### config.mk
export PLATFORM = sky130hd
export DESIGN_NAME = ram_burst_reader
export DESIGN_NICKNAME = d
export VERILOG_FILES = /design/src/rtl/ram_burst_reader.sv
export SDC_FILE = /design/constraint.sdc
export NUM_CORES = 1
export LEC_CHECK = 0
export CORE_UTILIZATION = 45
export CTS_CLUSTER_SIZE = 8
export DETAILED_ROUTE_END_ITERATION = 7
export HOLD_SLACK_MARGIN = 0.15
export PLACE_DENSITY = 0.64
export SLEW_MARGIN = 30
export SYNTH_ARGS = -nofsm -noshare
export SYNTH_HDL_FRONTEND = slang
export SYNTH_SLANG_ARGS = --single-unit
### constraint.sdc
create_clock -name clk -period 6.7 [get_ports clk]
set_input_delay 2.01 -clock clk [delete_from_list [all_inputs] [get_ports clk]]
set_output_delay 2.01 -clock clk [all_outputs]
set_load 0.05 [all_outputs]
### src/rtl/ram_burst_reader.sv
// ram_burst_reader: read-side burst master for the dual-clock block RAM.
// Fetches `length` consecutive words from `base_addr` (wrapping) through the
// RAM read port and presents them as a valid/ready stream with a last flag.
// A 4-entry prefetch FIFO absorbs downstream backpressure.
//
// state  | meaning
// -------+------------------------------------------------------------
// IDLE   | waiting for start; length==0 start only pulses done
// RUN    | issuing reads and draining the FIFO until last handshake/abort

module ram_burst_reader #(
    parameter int ADDR_WIDTH = 10,
    parameter int DATA_WIDTH = 48
) (
    input  logic                  clk,
    input  logic                  rst_n,
    input  logic                  start,
    input  logic [ADDR_WIDTH-1:0] base_addr,
    input  logic [ADDR_WIDTH:0]   length,
    input  logic                  abort,
    output logic                  busy,
    output logic                  done,
    output logic                  ram_rd_en,
    output logic [ADDR_WIDTH-1:0] ram_rd_addr,
    input  logic [DATA_WIDTH-1:0] ram_rd_data,
    output logic                  m_valid,
    output logic [DATA_WIDTH-1:0] m_data,
    output logic                  m_last,
    input  logic                  m_ready
);

    typedef enum logic {S_IDLE = 1'b0, S_RUN = 1'b1} state_t;

    localparam logic [ADDR_WIDTH:0]   LEN_ONE  = {{ADDR_WIDTH{1'b0}}, 1'b1};
    localparam logic [ADDR_WIDTH-1:0] ADDR_ONE = {{(ADDR_WIDTH-1){1'b0}}, 1'b1};

    state_t                state_q, state_d;
    logic [ADDR_WIDTH:0]   issue_left_q;
    logic                  rd_last_q;
    logic                  p2_valid_q;
    logic                  p2_last_q;
    logic [DATA_WIDTH-1:0] fifo_data_q [4];
    logic                  fifo_last_q [4];
    logic [1:0]            wr_ptr_q, rd_ptr_q;
    logic [2:0]            fifo_count_q;

    logic                  len_nz;
    logic                  issue_go;
    logic                  flush;
    logic                  pop;
    logic                  fifo_wr;
    logic [2:0]            occupancy;

    // State register.
    always_ff @(posedge clk or negedge rst_n) begin
        if (!rst_n) state_q <= S_IDLE;
        else        state_q <= state_d;
    end

    // Next-state: leave RUN on abort or on the handshake of the last word.
    always_comb begin
        state_d = state_q;
        if (state_q == S_IDLE) begin
            if (start && len_nz) state_d = S_RUN;
        end else begin
            if (abort)                          state_d = S_IDLE;
            else if (m_valid && m_ready && m_last) state_d = S_IDLE;
        end
    end

    // Outputs and control strobes. Occupancy uses registered counts only, so a
    // pop in this cycle does not free a slot for an issue in this cycle.
    always_comb begin
        busy      = (state_q == S_RUN);
        m_valid   = (fifo_count_q != 3'd0);
        m_data    = fifo_data_q[rd_ptr_q];
        m_last    = fifo_last_q[rd_ptr_q];
        pop       = m_valid && m_ready;
        flush     = (state_q == S_RUN) && abort;
        fifo_wr   = p2_valid_q && !flush;
        len_nz    = (length != '0);
        occupancy = fifo_count_q + {2'b00, ram_rd_en} + {2'b00, p2_valid_q};
        issue_go  = 1'b0;
        if (state_q == S_IDLE) begin
            issue_go = start && len_nz;
        end else begin
            issue_go = !abort && (issue_left_q != '0) && (occupancy < 3'd4);
        end
    end

    // Read issue: registered enable/address, remaining-word down-counter.
    always_ff @(posedge clk or negedge rst_n) begin
        if (!rst_n) begin
            ram_rd_en    <= 1'b0;
            ram_rd_addr  <= '0;
            issue_left_q <= '0;
            rd_last_q    <= 1'b0;
        end else begin
            ram_rd_en <= issue_go;
            if (issue_go) begin
                if (state_q == S_IDLE) begin
                    ram_rd_addr  <= base_addr;
                    issue_left_q <= length - LEN_ONE;
                    rd_last_q    <= (length == LEN_ONE);
                end else begin
                    ram_rd_addr  <= ram_rd_addr + ADDR_ONE;
                    issue_left_q <= issue_left_q - LEN_ONE;
                    rd_last_q    <= (issue_left_q == LEN_ONE);
                end
            end
        end
    end

    // Second capture stage: flags the cycle in which ram_rd_data is fresh.
    always_ff @(posedge clk or negedge rst_n) begin
        if (!rst_n) begin
            p2_valid_q <= 1'b0;
            p2_last_q  <= 1'b0;
        end else begin
            p2_valid_q <= ram_rd_en && !flush;
            p2_last_q  <= rd_last_q;
        end
    end

    // Prefetch FIFO; abort drops everything buffered.
    always_ff @(posedge clk or negedge rst_n) begin
        if (!rst_n) begin
            for (int i = 0; i < 4; i++) begin
                fifo_data_q[i] <= '0;
                fifo_last_q[i] <= 1'b0;
            end
            wr_ptr_q     <= 2'd0;
            rd_ptr_q     <= 2'd0;
            fifo_count_q <= 3'd0;
        end else if (flush) begin
            wr_ptr_q     <= 2'd0;
            rd_ptr_q     <= 2'd0;
            fifo_count_q <= 3'd0;
        end else begin
            if (fifo_wr) begin
                fifo_data_q[wr_ptr_q] <= ram_rd_data;
                fifo_last_q[wr_ptr_q] <= p2_last_q;
                wr_ptr_q              <= wr_ptr_q + 2'd1;
            end
            if (pop) rd_ptr_q <= rd_ptr_q + 2'd1;
            if (fifo_wr && !pop)      fifo_count_q <= fifo_count_q + 3'd1;
            else if (!fifo_wr && pop) fifo_count_q <= fifo_count_q - 3'd1;
        end
    end

    // Completion pulse: normal end of burst, or zero-length start.
    always_ff @(posedge clk or negedge rst_n) begin
        if (!rst_n) done <= 1'b0;
        else        done <= ((state_q == S_IDLE) && start && !len_nz) ||
                            ((state_q == S_RUN) && !abort && pop && m_last);
    end

    // The issue rule keeps occupancy at or below four entries.
    a_no_overflow: assert property (@(posedge clk) disable iff (!rst_n)
        !(fifo_wr && !pop && (fifo_count_q == 3'd4)));

endmodule

==> results.sh <==
export IMPL_status="complete, no violations"
export IMPL_grt_overflow_total=0
export IMPL_cts_tree="yes"
export IMPL_setup_viol_count_final=0
export IMPL_area_growth_syn_to_layout_pct=24.19
export IMPL_insertion_delay_ps=500
export IMPL_dpl_cell_area_um2=12280
export IMPL_start_kind="flip-flop"
export IMPL_postCtsSetupBuffers=0
export IMPL_syn_avg_cell_area_um2=14.57
export IMPL_synth_area_leaders="dfrtp_1, mux2_2, mux4_2, ha_1, a21oi_1"
export IMPL_skew_ps=17.55
export IMPL_reg2reg_slack_ps=3900
export IMPL_fin_crit_ps=5070
export IMPL_leakagePower_nw=5.508
export IMPL_synth_edf_count=0
export IMPL_drt_initial_drc_count=362
export IMPL_hold_path_class="flip-flop to flip-flop"
export IMPL_crit_arrival_ps=3060
export IMPL_synth_top_cell_area_share_pct=54.19
export IMPL_ys_ff_latch=230
export IMPL_synth_main_ff_cell="dfrtp_1"
export IMPL_cp_required_ps=4690
export IMPL_fin_area_um2=13190
export IMPL_ys_top_cells_by_count="dfrtp_1, mux2_2, mux4_2"
export IMPL_max_freq_mhz=197.3
export IMPL_dr_total_vias=6638
export IMPL_path_max_fanout=32
export IMPL_grt_pass1_wl_um=38920
export IMPL_synthArstFlopShare_pct=100.0
export IMPL_gp_congestion=0.8362
export IMPL_num_fill_cells=1823
export IMPL_design_die_area_um2=24220
export IMPL_core_um2=22920
export IMPL_clk_path_buf_depth=3
export IMPL_insertedDiodeCount=0
export IMPL_drtPass1Iterations=4
export IMPL_rsz0062_at_grt="no"
export IMPL_drv_cap=0
export IMPL_relSlewSlack_pct=36.06
export IMPL_routed_wl_um=23560
export IMPL_finalMaxSlewViolations=0
export IMPL_grt_use_total_pct=20.64
export IMPL_grt_pass1_vias=7308
export IMPL_h_tree_depth=2
export IMPL_grt_max_degree=125
export IMPL_path_clk_slew_ps=50
export IMPL_avgRoutedWirePerCell_um=19.90
export IMPL_synth_most_common_cell="dfrtp_1"
export IMPL_start_util_pct=46.34
export IMPL_drc_errors=0
export IMPL_final_hold_viol_count=0
export IMPL_cts_root_buffer="clkbuf_16"
export IMPL_port_buffers=136
export IMPL_tightest_slew_ps=959.2
export IMPL_die_h_um=155.6
export IMPL_die_w_um=155.6
export IMPL_final_nets=954
export IMPL_crit_type="flip-flop to output pin"
export IMPL_syn_inst=729
export IMPL_pwr_density_cell_nw_per_um2=586.1
export IMPL_cp_end_kind="output pin"
export IMPL_cts_resized=0
export IMPL_cts_hold_buf=0
export IMPL_ir_drop_uv=306.2
export IMPL_syn_cell_area_um2=10620
export IMPL_hpwl_um=15100
export IMPL_row_count=55
export IMPL_ant_nets=0
export IMPL_drive_above_1_share_pct=35.82
export IMPL_yosys_warnings=0
export IMPL_ys_types=58
export IMPL_clkSinkCount=230
export IMPL_antenna_found_initial=0
export IMPL_ys_seq_area_share_pct=54.19
export IMPL_viasPerCell=5.606
export IMPL_fin_crit_sh_pct=75.67
export IMPL_pin_count=137
export IMPL_fin_util_pct=57.55
export IMPL_synth_top_cell_by_area="dfrtp_1"
export IMPL_synth_nets=816
export IMPL_finalSetupTns_ps=0
export IMPL_cts_buffers_inserted=34
-- layout by cell type (no fill, tap or decap), drive strengths merged, types with 5 or more instances in the layout --
| cell type | netlist | layout |
|---|---|---|
| nand3 | 10 | 10 |
| nand2 | 24 | 24 |
| clkbuf | 22 | 37 |
| mux2 | 197 | 197 |
| nor2 | 23 | 23 |
| ha | 12 | 12 |
| nor3 | 8 | 8 |
| clkdlybuf4s50 | 0 | 135 |
| o22ai | 5 | 5 |
| inv | 14 | 16 |
| and2 | 5 | 5 |
| xor2 | 8 | 8 |
| dfrtp | 230 | 230 |
| mux4 | 49 | 49 |
| buf | 20 | 9 |
| a21oi | 18 | 18 |
| o21ai | 16 | 16 |
| xnor2 | 6 | 6 |
-- cells by family (layout without fill, tap and decap cells) --
group	after synthesis	after routing	share of synthesized area, %
xor gates and xnor gates	14	14	1.155
buffers and inverters	56	198	2.404
adders and majority gates	13	13	1.602
and+or+nand+nor	100	100	4.901
AOI/OAI and AO/OA	66	66	4.088
DFF	230	230	54.19
muxes	250	250	31.66
-- state kept, by name, indices dropped and copies added (netlist names) --
signal and cells:
p2_last_q 1, issue_left_q 11, fifo_last_q 4, ram_rd_en 1, p2_valid_q 1, fifo_count_q 3, wr_ptr_q 2, rd_last_q 1
rd_ptr_q 2, done 1, busy 1, fifo_data_q 192, ram_rd_addr 10
-- routing by layer --
metal / vias to the layer above / global-route usage (%) / wire length, um
met4: 0 / 5.742 / 478
met5: - / 0 / 0
li1: 2965 / - / -
met2: 178 / 35.08 / 11900
met3: 43 / 5.139 / 1272
met1: 3452 / 26.24 / 9905
-- worst paths after layout --
kind | from | endpoint | cells after the start
hold reg to reg | rd_last_q | p2_last_q | 0
max in group asynchronous | rst_n | fifo_data_q[32] | 2
setup / recovery | rd_ptr_q[1] | m_data[5] | 3
hold / removal | rd_last_q | p2_last_q | 0
min in group asynchronous | rst_n | fifo_data_q[9] | 1
setup reg to reg | issue_left_q[0] | ram_rd_addr[4] | 8
-- worst max-delay path, cell delays in order (launching register included) --
cell and delay, ps:
dfrtp_2 990, buf_4 430, mux4_2 400, clkdlybuf4s50_1 720
-- cell type report --
class                           count  area [um^2]  area share (%)
Clock buffer                       37        872.1           6.612
Multi-Input combinational cell    443         4619           35.03
Tap cell                          313        391.6           2.969
Inverter                           14        52.55          0.3984
Timing Repair Buffer              144         1459           11.06
Clock inverter                      3        33.78          0.2561
Sequential cell                   230         5761           43.68
-- per-stage QoR --
stage	setup slack, ps	hold WS, ps	cells	total power [mW]
finish	1630	385.5	1184	7.729
floorplan	2918	354.3	729	5.163
detailed placement	1909	382.0	1144	6.287
global placement	2042	391.3	1143	6.119
CTS	1601	392.6	1184	7.816
global route	1514	419.9	1184	8.150
-- where the power goes --
group / total (mW) / internal (mW) / switching, mW
combinational: 3.67 / 1.68 / 1.99
clock: 1.48 / 0.912 / 0.572
sequential: 2.57 / 2.09 / 0.482
No activity file was read; power rests on OpenSTA's default activity.
